### src/rtl/periph_bus_pkg.sv
// periph_bus_pkg
// Shared definitions for the peripheral bus fabric:
//   - state_t       : fabric FSM state encoding
//   - IDX_W         : width of the decoded slave index (up to 15 slaves)
//   - BSIZE_*       : byte-size codes carried on io_byte_size / slv_byte_size
//   - DEF_SLV_BASE/END : default address windows for 4 slaves of 32 bits
//   - lowest_set_plus1 : priority encoder used for the interrupt code
package periph_bus_pkg;

  typedef enum logic [1:0] {
    ST_IDLE    = 2'd0,
    ST_ACCESS  = 2'd1,
    ST_RESP    = 2'd2,
    ST_RELEASE = 2'd3
  } state_t;

  localparam int IDX_W = 4;

  localparam logic [1:0] BSIZE_BYTE = 2'b00;
  localparam logic [1:0] BSIZE_HALF = 2'b01;
  localparam logic [1:0] BSIZE_WORD = 2'b10;

  // Slice i belongs to slave i; windows are inclusive.
  localparam logic [127:0] DEF_SLV_BASE = {32'h3000_0000, 32'h2000_0000,
                                           32'h1000_0000, 32'h0000_0000};
  localparam logic [127:0] DEF_SLV_END  = {32'h3FFF_FFFF, 32'h2FFF_FFFF,
                                           32'h1FFF_FFFF, 32'h0FFF_FFFF};

  // Returns index+1 of the lowest set bit, 0 when no bit is set.
  function automatic int unsigned lowest_set_plus1(input logic [14:0] v);
    int unsigned r;
    r = 0;
    for (int i = 14; i >= 0; i--) begin
      if (v[i]) r = i + 1;
    end
    return r;
  endfunction

endpackage

### src/rtl/periph_bus_fabric_if.sv
// periph_bus_fabric_if
// Master-side request/response bus of the peripheral fabric.
//   master modport : requester (CPU side) drives the request, sees the response
//   slave modport  : fabric side, sees the request, drives the response
// Signals: io_addr, io_wdata, io_byte_size, io_read, io_write, read_ready
//          (request); io_rdata, io_ready, io_err (response).
interface periph_bus_fabric_if #(
  parameter int XLEN = 32
);
  logic [XLEN-1:0] io_addr;
  logic [XLEN-1:0] io_wdata;
  logic [1:0]      io_byte_size;
  logic            io_read;
  logic            io_write;
  logic            read_ready;
  logic [XLEN-1:0] io_rdata;
  logic            io_ready;
  logic            io_err;

  modport master (
    output io_addr, io_wdata, io_byte_size, io_read, io_write, read_ready,
    input  io_rdata, io_ready, io_err
  );

  modport slave (
    input  io_addr, io_wdata, io_byte_size, io_read, io_write, read_ready,
    output io_rdata, io_ready, io_err
  );
endinterface

### src/rtl/periph_addr_decode.sv
// periph_addr_decode
// Combinational address decoder.
//   addr : address to decode
//   hit  : one bit per slave whose inclusive window contains addr
//   idx  : lowest hitting slave index (overlaps resolve to the lowest index)
//   miss : no window contains addr
module periph_addr_decode
  import periph_bus_pkg::*;
#(
  parameter int XLEN       = 32,
  parameter int NUM_SLAVES = 4,
  parameter logic [NUM_SLAVES*XLEN-1:0] SLV_BASE = DEF_SLV_BASE,
  parameter logic [NUM_SLAVES*XLEN-1:0] SLV_END  = DEF_SLV_END
) (
  input  logic [XLEN-1:0]       addr,
  output logic [NUM_SLAVES-1:0] hit,
  output logic [IDX_W-1:0]      idx,
  output logic                  miss
);

  always_comb begin
    hit  = '0;
    idx  = '0;
    miss = 1'b1;
    for (int i = 0; i < NUM_SLAVES; i++) begin
      hit[i] = (addr >= SLV_BASE[i*XLEN +: XLEN]) && (addr <= SLV_END[i*XLEN +: XLEN]);
    end
    // Descending scan so the lowest hitting index is the one left standing.
    for (int i = NUM_SLAVES - 1; i >= 0; i--) begin
      if (hit[i]) begin
        idx  = IDX_W'(i);
        miss = 1'b0;
      end
    end
  end

endmodule

### src/rtl/periph_bus_fabric.sv
// periph_bus_fabric
// Single-master to NUM_SLAVES peripheral bus fabric with interrupt encoding.
// Ports:
//   pclk, rst_n         : clock, asynchronous active-low reset
//   bus (slave modport) : master request (io_addr/io_wdata/io_byte_size/
//                         io_read/io_write/read_ready) and response
//                         (io_rdata/io_ready/io_err)
//   slv_addr/slv_wdata/slv_byte_size : latched request to the slaves
//   slv_read/slv_write  : per-slave strobes, only the selected slave in ACCESS
//   slv_rdata/slv_ready : per-slave read data and completion
//   slv_int             : per-slave interrupt requests
//   peripheral_int_code : registered index+1 of lowest pending interrupt
// Build option: define PBUS_TIMEOUT_EN to abort an ACCESS with io_err after
// TIMEOUT_CYCLES cycles without slv_ready; otherwise ACCESS waits forever.
module periph_bus_fabric
  import periph_bus_pkg::*;
#(
  parameter int XLEN           = 32,
  parameter int NUM_SLAVES     = 4,
  parameter int INT_CODE_WIDTH = 4,
  parameter int TIMEOUT_CYCLES = 16,
  parameter logic [NUM_SLAVES*XLEN-1:0] SLV_BASE = DEF_SLV_BASE,
  parameter logic [NUM_SLAVES*XLEN-1:0] SLV_END  = DEF_SLV_END
) (
  input  logic                         pclk,
  input  logic                         rst_n,
  periph_bus_fabric_if.slave           bus,
  output logic [XLEN-1:0]              slv_addr,
  output logic [XLEN-1:0]              slv_wdata,
  output logic [1:0]                   slv_byte_size,
  output logic [NUM_SLAVES-1:0]        slv_read,
  output logic [NUM_SLAVES-1:0]        slv_write,
  input  logic [NUM_SLAVES*XLEN-1:0]   slv_rdata,
  input  logic [NUM_SLAVES-1:0]        slv_ready,
  input  logic [NUM_SLAVES-1:0]        slv_int,
  output logic [INT_CODE_WIDTH-1:0]    peripheral_int_code
);

  if (NUM_SLAVES < 1 || NUM_SLAVES > 15 || TIMEOUT_CYCLES < 1) begin : g_bad_cfg
    $error("periph_bus_fabric: NUM_SLAVES must be 1..15 and TIMEOUT_CYCLES >= 1");
  end

  state_t                    state, state_nxt;
  logic [NUM_SLAVES-1:0]     dec_hit;
  logic [IDX_W-1:0]          dec_idx;
  logic                      dec_miss;
  logic [NUM_SLAVES-1:0]     sel_nxt;
  logic                      req_any, req_both;

  logic [NUM_SLAVES-1:0]     sel_q;
  logic [IDX_W-1:0]          sel_idx_q;
  logic                      wr_q;
  logic                      err_q;
  logic [XLEN-1:0]           rdata_q;
  logic [XLEN-1:0]           addr_q;
  logic [XLEN-1:0]           wdata_q;
  logic [1:0]                bsize_q;
  logic [INT_CODE_WIDTH-1:0] int_code_q;
  logic [14:0]               int_vec;

  logic                      sel_ready;
  logic [XLEN-1:0]           sel_rdata;
  logic                      timeout_hit;

  assign req_any  = bus.io_read | bus.io_write;
  assign req_both = bus.io_read & bus.io_write;

  periph_addr_decode #(
    .XLEN       (XLEN),
    .NUM_SLAVES (NUM_SLAVES),
    .SLV_BASE   (SLV_BASE),
    .SLV_END    (SLV_END)
  ) u_decode (
    .addr (bus.io_addr),
    .hit  (dec_hit),
    .idx  (dec_idx),
    .miss (dec_miss)
  );

  // Isolate the lowest hit bit so overlapping windows strobe one slave only.
  assign sel_nxt = dec_hit & (~dec_hit + NUM_SLAVES'(1));

  // Only the selected slave's ready/data are ever looked at.
  assign sel_ready = |(slv_ready & sel_q);

  always_comb begin
    sel_rdata = '0;
    for (int i = 0; i < NUM_SLAVES; i++) begin
      if (sel_idx_q == IDX_W'(i)) sel_rdata = slv_rdata[i*XLEN +: XLEN];
    end
  end

`ifdef PBUS_TIMEOUT_EN
  localparam int TMO_W = $clog2(TIMEOUT_CYCLES + 1);
  logic [TMO_W-1:0] tmo_cnt;

  // Counts completed ACCESS cycles of the current transfer.
  always_ff @(posedge pclk or negedge rst_n) begin
    if (!rst_n) begin
      tmo_cnt <= '0;
    end else if (state == ST_ACCESS && state_nxt == ST_ACCESS) begin
      tmo_cnt <= tmo_cnt + 1'b1;
    end else begin
      tmo_cnt <= '0;
    end
  end

  assign timeout_hit = (state == ST_ACCESS) && !sel_ready &&
                       (tmo_cnt == TMO_W'(TIMEOUT_CYCLES - 1));
`else
  assign timeout_hit = 1'b0;
`endif

  // FSM next state and outputs
  always_comb begin
    state_nxt    = state;
    slv_read     = '0;
    slv_write    = '0;
    bus.io_ready = 1'b0;
    bus.io_err   = 1'b0;
    case (state)
      ST_IDLE: begin
        if (req_any) state_nxt = (req_both || dec_miss) ? ST_RESP : ST_ACCESS;
      end
      ST_ACCESS: begin
        if (wr_q) slv_write = sel_q;
        else      slv_read  = sel_q;
        if (sel_ready || timeout_hit) state_nxt = ST_RESP;
      end
      ST_RESP: begin
        bus.io_ready = 1'b1;
        bus.io_err   = err_q;
        // Reads wait for the master to accept the data; writes/errors do not.
        if (wr_q || err_q || bus.read_ready) state_nxt = ST_RELEASE;
      end
      ST_RELEASE: begin
        if (!bus.io_read && !bus.io_write) state_nxt = ST_IDLE;
      end
      default: state_nxt = ST_IDLE;
    endcase
  end

  // Control registers
  always_ff @(posedge pclk or negedge rst_n) begin
    if (!rst_n) begin
      state      <= ST_IDLE;
      sel_q      <= '0;
      sel_idx_q  <= '0;
      wr_q       <= 1'b0;
      err_q      <= 1'b0;
      rdata_q    <= '0;
      int_code_q <= '0;
    end else begin
      state      <= state_nxt;
      int_code_q <= INT_CODE_WIDTH'(lowest_set_plus1(int_vec));
      case (state)
        ST_IDLE: begin
          if (req_any) begin
            wr_q <= bus.io_write & ~bus.io_read;
            if (req_both || dec_miss) begin
              err_q   <= 1'b1;
              rdata_q <= '0;
              sel_q   <= '0;
            end else begin
              err_q     <= 1'b0;
              sel_q     <= sel_nxt;
              sel_idx_q <= dec_idx;
            end
          end
        end
        ST_ACCESS: begin
          if (sel_ready) begin
            err_q <= 1'b0;
            if (!wr_q) rdata_q <= sel_rdata;
          end else if (timeout_hit) begin
            err_q   <= 1'b1;
            rdata_q <= '0;
          end
        end
        default: ;
      endcase
    end
  end

  // Request data latch
  always_ff @(posedge pclk) begin
    if (state == ST_IDLE && req_any) begin
      addr_q  <= bus.io_addr;
      wdata_q <= bus.io_wdata;
      bsize_q <= bus.io_byte_size;
    end
  end

  assign int_vec             = 15'(slv_int);
  assign peripheral_int_code = int_code_q;
  assign bus.io_rdata        = rdata_q;
  assign slv_addr            = addr_q;
  assign slv_wdata           = wdata_q;
  assign slv_byte_size       = bsize_q;

endmodule

### src/flat_wrapper.sv
// flat-port wrapper written by rule: the top's interface ports become plain ports
module periph_bus_fabric_flat import periph_bus_pkg::*;
#(
  parameter int XLEN           = 32,
  parameter int NUM_SLAVES     = 4,
  parameter int INT_CODE_WIDTH = 4,
  parameter int TIMEOUT_CYCLES = 16,
  parameter logic [NUM_SLAVES*XLEN-1:0] SLV_BASE = DEF_SLV_BASE,
  parameter logic [NUM_SLAVES*XLEN-1:0] SLV_END  = DEF_SLV_END
)
  (pclk, rst_n, slv_addr, slv_wdata, slv_byte_size, slv_read, slv_write, slv_rdata, slv_ready, slv_int, peripheral_int_code, bus_io_addr, bus_io_wdata, bus_io_byte_size, bus_io_read, bus_io_write, bus_read_ready, bus_io_rdata, bus_io_ready, bus_io_err);
  periph_bus_fabric_if #(.XLEN(XLEN)) bus_i ();
  input  logic pclk;
  input  logic rst_n;
  output logic [XLEN-1:0] slv_addr;
  output logic [XLEN-1:0] slv_wdata;
  output logic [1:0] slv_byte_size;
  output logic [NUM_SLAVES-1:0] slv_read;
  output logic [NUM_SLAVES-1:0] slv_write;
  input  logic [NUM_SLAVES*XLEN-1:0] slv_rdata;
  input  logic [NUM_SLAVES-1:0] slv_ready;
  input  logic [NUM_SLAVES-1:0] slv_int;
  output logic [INT_CODE_WIDTH-1:0] peripheral_int_code;
  input wire logic [$bits(bus_i.io_addr)-1:0] bus_io_addr;
  input wire logic [$bits(bus_i.io_wdata)-1:0] bus_io_wdata;
  input wire logic [$bits(bus_i.io_byte_size)-1:0] bus_io_byte_size;
  input wire logic [$bits(bus_i.io_read)-1:0] bus_io_read;
  input wire logic [$bits(bus_i.io_write)-1:0] bus_io_write;
  input wire logic [$bits(bus_i.read_ready)-1:0] bus_read_ready;
  output wire logic [$bits(bus_i.io_rdata)-1:0] bus_io_rdata;
  output wire logic [$bits(bus_i.io_ready)-1:0] bus_io_ready;
  output wire logic [$bits(bus_i.io_err)-1:0] bus_io_err;
  assign bus_i.io_addr = bus_io_addr;
  assign bus_i.io_wdata = bus_io_wdata;
  assign bus_i.io_byte_size = bus_io_byte_size;
  assign bus_i.io_read = bus_io_read;
  assign bus_i.io_write = bus_io_write;
  assign bus_i.read_ready = bus_read_ready;
  assign bus_io_rdata = bus_i.io_rdata;
  assign bus_io_ready = bus_i.io_ready;
  assign bus_io_err = bus_i.io_err;
  periph_bus_fabric #(.XLEN(XLEN), .NUM_SLAVES(NUM_SLAVES), .INT_CODE_WIDTH(INT_CODE_WIDTH), .TIMEOUT_CYCLES(TIMEOUT_CYCLES), .SLV_BASE(SLV_BASE), .SLV_END(SLV_END)) u_core (.pclk(pclk), .rst_n(rst_n), .bus(bus_i), .slv_addr(slv_addr), .slv_wdata(slv_wdata), .slv_byte_size(slv_byte_size), .slv_read(slv_read), .slv_write(slv_write), .slv_rdata(slv_rdata), .slv_ready(slv_ready), .slv_int(slv_int), .peripheral_int_code(peripheral_int_code));
endmodule
### config.mk
export PLATFORM = sky130hd
export DESIGN_NAME = periph_bus_fabric_flat
export DESIGN_NICKNAME = d
export VERILOG_FILES = /design/src/rtl/periph_bus_pkg.sv /design/src/rtl/periph_bus_fabric_if.sv /design/src/rtl/periph_addr_decode.sv /design/src/rtl/periph_bus_fabric.sv /design/src/flat_wrapper.sv
export SDC_FILE = /design/constraint.sdc
export NUM_CORES = 1
export LEC_CHECK = 0
export ABC_CLOCK_PERIOD_IN_PS = 2700
export CORE_ASPECT_RATIO = 0.7
export CORE_MARGIN = 2
export CORE_UTILIZATION = 33
export DETAILED_ROUTE_END_ITERATION = 7
export PLACE_DENSITY = 0.76
export SLEW_MARGIN = 20
export SYNTH_ARGS = -nofsm -noshare
export SYNTH_HDL_FRONTEND = slang
export SYNTH_SLANG_ARGS = --single-unit
export TNS_END_PERCENT = 30
### constraint.sdc
create_clock -name pclk -period 2.7 [get_ports pclk]
set_input_delay 0.54 -clock pclk [delete_from_list [all_inputs] [get_ports pclk]]
set_output_delay 0.54 -clock pclk [all_outputs]
set_load 0.01 [all_outputs]
Yosys cells after proc, flatten, opt, wreduce, memory -nomap -nowiden
Index checks and enable logic that the tools add are counted.
{"block": "word_totals", "regBits": 113, "inputBits": 207}
{"block": "op_classes", "add_sub_neg": 1, "reduce_logical": 20, "bitwise": 8, "magnitude_cmp": 8, "muxes": 38, "eq_ne": 12}
{"op": "two-way mux 32 bit", "n": 8}
{"op": "greater-or-equal comparator 32 x 30 -> 1 bit (second input constant)", "n": 2}
{"op": "<= comparator 32 x 30 -> 1 bit (second input constant)", "n": 2}
{"op": "case mux 32 bit (2 select lines)", "n": 1}
{"op": "greater-or-equal comparator 32 x 1 -> 1 bit (second input constant)", "n": 1}
{"op": "greater-or-equal comparator 32 x 29 -> 1 bit (second input constant)", "n": 1}
{"op": "<= comparator 32 x 28 -> 1 bit (second input constant)", "n": 1}
{"op": "<= comparator 32 x 29 -> 1 bit (second input constant)", "n": 1}
{"op": "two-way mux 4 bit", "n": 8}
{"op": "two-way mux 2 bit", "n": 6}
{"op": "two-way mux 3 bit", "n": 4}
{"op": "inequality test 2 x 1 -> 1 bit (second input constant)", "n": 5}
{"op": "two-way mux 1 bit", "n": 9}
{"op": "AND 4 bit", "n": 2}
{"op": "equality test 4 x 2 -> 1 bit (second input constant)", "n": 2}
{"op": "case mux 2 bit (4 select lines)", "n": 1}
{"op": "logical AND 1 bit", "n": 6}
{"op": "AND reduction 3 bit", "n": 2}
{"op": "AND reduction 5 bit", "n": 1}
{"op": "adder 4 x 1 -> 4 bit (second input constant)", "n": 1}
{"op": "equality test 2 bit (second input constant)", "n": 2}
{"op": "equality test 4 x 1 -> 1 bit (second input constant)", "n": 1}
{"op": "zero test 4 bit", "n": 1}
{"op": "inverter 4 bit", "n": 1}
{"op": "13 further kinds", "n": 18}

Logic depth before layout (Yosys ltp)
{"block": "logic_depth", "ltp_word": 10, "depth_mapped": 9, "ltp_nobuf": 6}

Hierarchy
A second synthesis with hierarchy kept.
{"block": "hier_totals", "cells_unflattened": 304, "area_unflattened_um2": 5201.2}
{"module": "periph_bus_fabric", "n_inst": 1, "area_per_inst_um2": 5124.9, "seq_area_each_um2": 3158.0, "cells_each": 294}
{"module": "periph_addr_decode", "n_inst": 1, "area_per_inst_um2": 76.3, "seq_area_each_um2": 0.0, "cells_each": 10}

Worst setup path before layout
No wires, ideal clock.
{"block": "synth_path", "path_kind": "flip-flop to flip-flop", "startpoint": "register u_core.state[0]", "endpoint": "register u_core.addr_q[0] (netlist: u_core.slv_addr[0]), enable pin", "arrival_time_ns": 2.233, "setup_slack_ns": 0.046, "required_time_ns": 2.280, "setup_ns": 0.420, "path_stages_with_launch": 6, "period_less_slack_ns": 2.654, "path_cell_list": "dfrtp_1 > inv_1 > ha_1 > buf_4 > o21ai_0 > inv_1"}
{"block": "synth_between", "elab_chain_len": 2}
{"item": "start: declaration", "line_no": "periph_bus_fabric.sv:43", "text": "state_t state, state_nxt;"}
{"item": "start signal: assignment", "line_no": "periph_bus_fabric.sv:154", "text": "state <= state_nxt;"}
{"item": "zero test 2 bit", "line_no": "periph_bus_fabric.sv:187", "text": "if (state == ST_IDLE && req_any) begin"}
{"item": "logical AND 1 bit", "line_no": "periph_bus_fabric.sv:187"}
{"item": "end signal: assignment", "line_no": "periph_bus_fabric.sv:188", "text": "addr_q <= bus.io_addr;"}
{"item": "end: declaration", "line_no": "periph_bus_fabric.sv:55", "text": "logic [XLEN-1:0] addr_q;"}
Every way passes these cells.
A chain may end at the register's enable or synchronous reset.

Final worst setup path
{"block": "layout_path", "startpoint": "register u_core.state[1]", "endpoint": "output slv_read[2]"}
{"block": "layout_between", "elab_chain_len": 2}
{"item": "equality test 2 x 1 -> 1 bit", "line_no": "periph_bus_fabric.sv:121", "text": "case (state)"}
{"item": "two-way mux 4 bit", "line_no": "periph_bus_fabric.sv:121"}
{"item": "end: declaration", "line_no": "flat_wrapper.sv:18", "text": "output logic [NUM_SLAVES-1:0] slv_read;"}
Every way passes these cells.

==> flow_summary_export.csv <==
group,metric,value,unit
sta,rsz0062_at_grt,"false",
sta,tns,0,ns
global_route,antenna_found_initial,0,
sta,period_minus_slack,2.56,ns
finish,drive_gt1_frac,0.106,
power,peakVddDrop,0.000420,V
setup_path,rr_endpoint,"u_core.slv_addr[9]",
sta,hold_viol,0,
clock_tree,clkTransAtPathRegs,0.08,ns
routing,initialDrtViolationCount,153,
yosys,async_flop_share,0.405,
job,cap_viol_max_count,0,
sta,fmax,0.391,GHz
floorplanning,fp.coreArea,0.0147,mm²
global_route,grt-ovfl-total,0,
global_route,grt_pass1_vias,4057,
global_route,grt_pass1_wl,22.6,mm
placed_design,placed_cell_area,0.00829,mm²
routing,viasPerCell,4.63,
yosys,syn_avg_cell_area,15.6,µm²
sta,setup_violations,0,
sta,tightest_slew,0.691,ns
yosys,synth-compound-area-share,0.0258,
setup_path,path_class,"reg2out",
setup_path,reg2reg_slack,0.81,ns
sta,clock_skew,0.00606,ns
yosys,synth_edf_count,66,
global_route,grt_max_degree,67,
floorplanning,rows,37,
yosys,synth-xor-area-share,0.00177,
sta,fin_crit_sh,0.947,
clock_tree,cts_hold_buf,0,
routing,vias,3873,
yosys,ys_types,32,
clock_tree,cts.sinks,111,
placed_design,dp_slack,0.345,ns
clock_tree,numCtsBuffers,9,
floorplanning,top_level_ports,319,
floorplanning,dieHeight,106,µm
floorplanning,dieArea,0.0160,mm²
setup_path,cp_data_required_time,2.16,ns
clock_tree,cts_tree,"yes",
finish,nFillCells,1150,
finish,antenna_cells,0,
setup_path,worstPathMaxFanout,10,
setup_path,cp-end-kind,"output pin",
finish,area_growth,73.8,%
routing,drt_pass1_iterations,4,
placed_design,gp_congestion,0.893,
yosys,synth_top_family_by_area,"multiplexers",
clock_tree,cts_root_buffer,"clkbuf_16",
clock_tree,htreeDepth,3,
power,leakagePower,3.34,nW
power,total_power,7.43,mW
yosys,netlist_instances,318,
power,p_per_area,865,mW/mm²
worst_hold_path,min_path_type,"in2async",
sta,max_slew_margin,0.539,
global_route,globalRouteTotalUtil,0.191,
clock_tree,clk-insertion-delay-late,0.35,ns
routing,drc_errors,0,
routing,wl_per_cell,18.3,µm
floorplanning,die_w,150,µm
placed_design,dpl.hpwl,12.3,mm
setup_path,cp-start-kind,"flip-flop",
finish,fin_nets,847,
yosys,seq_area_frac_synth,0.628,
yosys,yosys_warnings,0,
yosys,synthMuxAreaShare,0.217,
yosys,synth-seq-cells,111,
sta,layout_setup_ws,0.143,ns
status,outcome,"completed",
floorplanning,initial_core_util,0.337,
routing,drt_wl_total,15.3,mm
setup_path,worst_r2r_path_depth,6,
yosys,synth_simple_gate_area_frac,0.0539,
setup_path,r2r-start,"u_core.state[1]",
yosys,syn_area,0.00495,mm²
finish,finalInstanceArea,0.00860,mm²
routing,ant_nets,0,
setup_path,worstPathArrival,2.02,ns
yosys,ys.flop_type,"edfxtp_1",
clock_tree,clock_path_buffers,2,
placed_design,port_buffers,317,
yosys,syn_nets,529,
sta,finalMaxSlewViolations,0,
yosys,synth_fa_ha_area_frac,0.0101,
-- final cells by class --
cell class	instances	area, µm²	area share
clock inverter	7	70.1	0.00815
tap	195	244	0.0284
clock buffer	9	225	0.0262
inverter	39	146	0.0170
timing repair buffer	326	3260	0.379
multi-input combinational	149	1540	0.179
sequential	111	3110	0.362
-- worst max-delay path by stage --
stage	start	end	slack (ns)	cells past startpoint
floorplan	u_core.state[0]	u_core.slv_addr[0]	0.05	5
global route	u_core.state[1]	slv_read[2]	0.03	5
CTS	u_core.state[1]	slv_read[2]	0.02	5
finish	u_core.state[1]	slv_read[2]	0.14	5
global placement	slv_ready[0]	u_core.bus.io_rdata[18]	0.49	6
detailed placement	u_core.state[1]	slv_read[2]	0.35	5
-- what timing repair did --
| item | CTS | global route |
|---|---|---|
| resized for setup | 1 | 2 |
| buffers inserted | 0 | 0 |
| setup endpoints to repair | 4 | 4 |
| gates cloned | 0 | 0 |
-- cell usage in the layout, fill, tap and decap left out, types with 2 or more instances in the layout --
cell,netlist,layout
edfxtp_1,66,66
buf_4,5,7
nor2_1,6,6
inv_8,0,2
nand2_1,37,37
mux2i_1,33,33
clkdlybuf4s50_1,0,316
ha_1,4,3
buf_12,4,2
a32o_1,2,2
a21oi_1,3,3
inv_1,39,38
o21ai_0,9,9
mux4_2,32,32
inv_6,0,3
and2_1,4,4
and3_1,4,4
clkbuf_16,0,9
dfrtp_1,45,44
-- cells by family after synthesis --
kind of cell    after synthesis
flops                       111
mux                          67
buf+inv                      58
simple gates                 57
compound gates               19
fa+ha+maj                     4
other cells                   1
xor+xnor                      1
-- report_power, final --
group          leakage, nW  total (mW)  internal (mW)  switching (mW)
clock                0.147        1.31          0.656           0.656
combinational         1.98        3.42           1.94            1.48
sequential            1.21        2.70           2.40           0.301
-- registers in the layout (all words and copies together) (netlist names) --
signal	flops
u_core.peripheral_int_code	3
u_core.bus.io_rdata	32
u_core.sel_idx_q	2
u_core.slv_addr	32
u_core.err_q	1
u_core.slv_wdata	32
u_core.state	2
u_core.slv_byte_size	2
u_core.sel_q	4
u_core.wr_q	1
-- Yosys cell counts, types with 2 or more instances --
master | instances | share of area
buf_2 | 5 | 0.0051
mux2i_1 | 33 | 0.067
buf_4 | 5 | 0.0076
edfxtp_1 | 66 | 0.40
and3_1 | 4 | 0.0051
buf_12 | 4 | 0.016
o21ai_0 | 9 | 0.0091
ha_1 | 4 | 0.010
dfrtp_1 | 45 | 0.23
nor2_1 | 6 | 0.0046
inv_1 | 39 | 0.030
nand2_1 | 37 | 0.028
mux4_2 | 32 | 0.15
and2_1 | 4 | 0.0051
clkbuf_1 | 5 | 0.0038
a32o_1 | 2 | 0.0040
a21oi_1 | 3 | 0.0030
-- metrics by stage --
step                      hold WS (ns)   util  std cells
after floorplan                  0.244      -        318
after global placement           0.507  0.565        820
after detailed placement         0.515  0.565        820
after CTS                        0.242  0.585        836
after global routing             0.253  0.586        836
final                            0.219  0.586        836
-- worst max-delay path, cell delays in order (launching register included) --
cell and delay [ns]:
dfrtp_1 0.41, inv_1 0.11, ha_2 0.27, nor2b_4 0.19, and2_1 0.14, clkdlybuf4s50_1 0.54
-- metal layers --
| layer | global-route usage | vias up | share of wire |
|---|---|---|---|
| met1 | 0.209 | 1885 | 0.36 |
| li1 | - | 1785 | - |
| met2 | 0.333 | 186 | 0.51 |
| met5 | 0 | - | 0 |
| met3 | 0.0880 | 17 | 0.12 |
| met4 | 0.0492 | 0 | 0.014 |
No activity file was read; power rests on OpenSTA's default activity.
==> patch 1, RTL diff (same settings) <==
`INT_CODE_WIDTH` is set to 4 in 2 places; all go to 6.
--- a/src/rtl/periph_bus_fabric.sv
+++ b/src/rtl/periph_bus_fabric.sv
@@ -18,5 +18,5 @@
   parameter int XLEN           = 32,
   parameter int NUM_SLAVES     = 4,
-  parameter int INT_CODE_WIDTH = 4,
+  parameter int INT_CODE_WIDTH = 6,
   parameter int TIMEOUT_CYCLES = 16,
   parameter logic [NUM_SLAVES*XLEN-1:0] SLV_BASE = DEF_SLV_BASE,
--- a/src/flat_wrapper.sv
+++ b/src/flat_wrapper.sv
@@ -4,5 +4,5 @@
   parameter int XLEN           = 32,
   parameter int NUM_SLAVES     = 4,
-  parameter int INT_CODE_WIDTH = 4,
+  parameter int INT_CODE_WIDTH = 6,
   parameter int TIMEOUT_CYCLES = 16,
   parameter logic [NUM_SLAVES*XLEN-1:0] SLV_BASE = DEF_SLV_BASE,
Interface: changed (resized peripheral_int_code); port bits go from 319 to 321. The function was not compared with the original's and may differ.
==> patch 1 against the unedited design <==
Power is 0.62% lower. Largest power group unchanged. Design area is 0.20% lower. Utilization is 0.12 points lower. Die area is 0.29% higher. Area after synthesis is 0.30% higher. Sequential cell count stayed put. Worst setup slack worse by 0.015 ns. Wire length is 0.16% higher. Maximum frequency is 0.58% lower.
==> patch 1: results (changes against the unedited design) <==
synth top area cells edfxtp_1 40%, dfrtp_1 23%, mux4_2 15%; DRT iter0 DRCs 161 (+5.2%); detailed placement HPWL 12.3 mm (-0.34%); n_diodes 0 (unchanged); run status finished clean; post-synthesis mux area share 0.216 (-0.000657); Max rail drop VDD 333 uV (-21%); Max Clock Skew 0.0136 ns (+0.00759 ns); layout cells sized above 1 0.0998 (-0.00624); gpl congestion 0.860 (-3.7%); Worst EP arrival 2.03 ns; Yosys cell types 32 (unchanged); Seq/Total Area, Yosys 0.626 (-0.00190); post-cts sizing count 0 (-1); first-pass GRT wire length 22.4 mm (-1.1%); Leakage 3.34 nW (-0.10%); Worst Path Max Fanout 6 (-4); filler cell count 1143 (-0.61%); Synth Area in XOR/XNOR 0.00177 (-0.00000536); DRT Wirelength 15.4 mm (+0.16%); PortBufs 317 (unchanged); Adder-Cell Fraction of Synth Area 0.0101 (-0.0000306); Int Power 0.00497 W (-0.49%); vias in the first global route 4055 (-0.049%); Synth Area in Compound Gates 0.0257 (-0.0000781); Top Family by Delay on Critical Path buffers and inverters; Worst-Margin Slew 0.684 ns (-0.00697 ns); Post-synth ARST share 0.405 (unchanged); Longest Clk Path Bufs 2 (unchanged); pre-CTS setup slack 0.233 ns (-0.112 ns); Via density 4.60 (-0.67%); DP Area 0.00828 mm^2 (about the same); initial antenna violation count 0 (unchanged); DRT Pass-1 Iters 4 (unchanged); total track usage 0.189 (-0.00156); largest net degree at the start of global routing 59 (-12%)
## patch 1: layout make-up
cell class / instances / share of cell area
Clock inverter: 7 / 0.00817
Clock buffer: 9 / 0.0263
Tap cell: 195 / 0.0284
Timing Repair Buffer: 324 / 0.378
Sequential cell: 111 / 0.362
Multi-Input combinational cell: 151 / 0.179
Inverter: 39 / 0.0171
## patch 1: path summary, 6_finish.rpt
| path | depth (start not counted) | start | to | slack [ns] |
|---|---|---|---|---|
| worst max-delay path | 5 | u_core.state[1] | slv_read[2] | 0.13 |
| worst min-delay path | 1 | rst_n | u_core.peripheral_int_code[0] | 0.21 |
| worst max register to register | 7 | u_core.state[1] | u_core.bus.io_rdata[7] | 0.31 |
| worst min register to register | 2 | u_core.bus.io_rdata[21] | u_core.bus.io_rdata[21] | 0.52 |
| max in group asynchronous | 2 | rst_n | u_core.bus.io_rdata[12] | 1.78 |
| min in group pclk | 2 | u_core.bus.io_rdata[21] | u_core.bus.io_rdata[21] | 0.52 |
## patch 1: metrics by stage
| step | instances | util |
|---|---|---|
| 3_3_place_gp | 820 | 0.564 |
| 3_5_place_dp | 820 | 0.564 |
| 2_1_floorplan | 322 | - |
| 6_report | 836 | 0.585 |
| 4_1_cts | 836 | 0.585 |
| 5_1_grt | 836 | 0.585 |
## patch 1: layer usage
layer  global-route usage  routed length (um)  vias to the layer above
met5                    0                   0                        -
met3               0.0834                1730                       14
met2                0.345                8030                      187
li1                     -                   -                     1777
met4               0.0505                 186                        0
met1                0.198                5400                     1869
## patch 1: power by group through the flow
stage          combinational (W)  sequential [W]  clock (W)
2_1_floorplan            0.00178         0.00289          0
3_3_place_gp             0.00331         0.00278          0
3_5_place_dp             0.00337         0.00280          0
4_1_cts                  0.00338         0.00278    0.00137
5_1_grt                  0.00355         0.00284    0.00143
6_report                 0.00331         0.00276    0.00132
==> patch 2, RTL diff (same flow settings) <==
Without the edit above. Re-encode `state_t` (4 states) as Gray code, 2 bits wide.
--- a/src/rtl/periph_bus_pkg.sv
+++ b/src/rtl/periph_bus_pkg.sv
@@ -9,8 +9,8 @@
 
   typedef enum logic [1:0] {
-    ST_IDLE    = 2'd0,
-    ST_ACCESS  = 2'd1,
-    ST_RESP    = 2'd2,
-    ST_RELEASE = 2'd3
+    ST_IDLE    = 2'b00,
+    ST_ACCESS  = 2'b01,
+    ST_RESP    = 2'b11,
+    ST_RELEASE = 2'b10
   } state_t;
 
Formal check against the unedited RTL: no difference found for any inputs over 4 cycles, from zero or initial values and one cycle with rst_n low; so few cycles prove little.
==> patch 2 against the unedited design <==
First-iteration DRC count increased by 3.3%. Power decreased by 14%. Area after synthesis decreased by 1.7%. Via count decreased by 1.4%. Critical path depth decreased by 2. Design area decreased by 0.73%. Sequential cell count unchanged. Wire length decreased by 5.7%. Worst setup slack improved by 0.037 ns. Die area decreased by 1.6%. Critical endpoint is now slv_write[3].
==> patch 2: results (changes against the unedited design) <==
sw power 0.00202 W (-17%); Commonest cells post-synth 66 x edfxtp_1, 45 x dfrtp_1, 36 x nand2_1; Seq pwr share 0.387 (+0.024); n_diodes 0 (unchanged); Clock power frac 0.210 (+0.033); Reg area 0.00311 mm^2 (about the same); Wirelength per Cell 17.5 um (-4.7%); Worst Path Max Fanout 12 (+2); slowest stage delay, CP 0.58 ns (+0.04 ns); Max rail drop VDD 339 uV (-19%); gpl congestion 0.877 (-1.8%); pre-CTS setup slack 0.240 ns (-0.106 ns); Worst EP arrival 1.98 ns (-0.04 ns); Post-synth EDFFs 66 (unchanged); filler cell count 1177 (+2.3%); Yosys cell types 34 (+6.3%); reg2reg setup slack 0.79 ns (-0.02 ns); worst hold path type in2async; post-cts sizing count 0 (-1); multi-input logic area 0.00151 mm^2 (-1.8%); total track usage 0.187 (-0.00381); Worst path slowest cell clkdlybuf4s50_1; Synthesized Nets 517 (-2.3%); placed cells 811 (-1.1%); synth top area cells edfxtp_1 41%, dfrtp_1 23%, mux4_2 15%; DRT iter0 DRCs 158 (+3.3%); largest net degree at the start of global routing 67 (unchanged); run status finished clean; layout cells sized above 1 0.103 (-0.00324); vias in the first global route 4110 (+1.3%); Non-CTS buffers 324 (-0.61%); Max Clock Skew 0.00773 ns (+0.00167 ns); via count 3818 (-1.4%); DRT Wirelength 14.5 mm (-5.7%); Seq/Total Area, Yosys 0.639 (+0.0107); detailed placement HPWL 11.6 mm (-6.1%); H-Tree Depth 3 (unchanged); clk root buf clkbuf_16; Multi-input comb cells 146 (-2.0%); Synth Area per Inst 15.7 um^2 (+0.87%); first-pass GRT wire length 22.2 mm (-2.0%); fin crit period 2.52 ns (-0.0366 ns); worst-case reg-to-reg path depth 4 (-2); FF-to-FF End u_core.bus.io_rdata[31]; Worst-Margin Slew 0.626 ns (-0.0657 ns); Leakage 3.28 nW (-1.8%); Data buffer area share 0.379 (-0.000445); Non-CTS inverters 35 (-10%); Top Family by Delay on Critical Path buffers and inverters; clock-cell share of area 0.0353 (+0.000985); Longest Clk Path Bufs 2 (unchanged); fin nets 834 (-1.5%); yosys warns 0 (unchanged)
## patch 2: cell types whose count changed after synthesis, sizes merged, moves of 2 or more
cell	change
nor3b	+4
o31ai	+3
ha	-4
a32o	-3
o21ai	-8
a22oi	+3
a21o	+2
and2	-4
inv	-4
## patch 2: worst reg2reg max path: stages, from the launching register on
cell     delay, ns
dfrtp_1       0.49
nor4_1        0.37
a22oi_1       0.19
nand2_4       0.47
mux2i_1       0.31
## patch 2: metal layers
| layer | up-vias | wire length [um] | GRT usage | part of all wire |
|---|---|---|---|---|
| li1 | 1763 | - | - | - |
| met1 | 1820 | 5430 | 0.218 | 0.38 |
| met2 | 208 | 7240 | 0.321 | 0.50 |
| met3 | 27 | 1430 | 0.0645 | 0.099 |
| met4 | 0 | 339 | 0.0667 | 0.023 |
| met5 | - | 0 | 0 | 0 |
## patch 2: per-stage QoR
stage	util	instance area, um^2	hold WS [ns]
after CTS	0.587	8530	0.127
final	0.587	8530	0.121
after global placement	0.566	8230	0.467
after floorplan	-	4860	0.244
after global routing	0.587	8530	0.143
after detailed placement	0.566	8230	0.478
## patch 2: kinds of logic after synthesis
logic type,share of synthesized area
DFF,0.639
muxes,0.219
and+or+nand+nor,0.0587
buffers and inverters,0.0504
AOI/OAI and AO/OA,0.0286
adders and majority gates,0.00206
other,0.000771
xor gates and xnor gates,0.00180
## patch 2: worst max-delay path by stage
| stage | cells after the start | start | end |
|---|---|---|---|
| floorplan | 4 | u_core.state[0] | u_core.slv_addr[0] |
| global placement | 5 | bus_io_addr[30] | u_core.bus.io_rdata[6] |
| detailed placement | 5 | bus_io_read | u_core.bus.io_rdata[31] |
| CTS | 3 | u_core.state[0] | slv_write[3] |
| global route | 3 | u_core.state[0] | slv_write[3] |
| finish | 3 | u_core.state[0] | slv_write[3] |
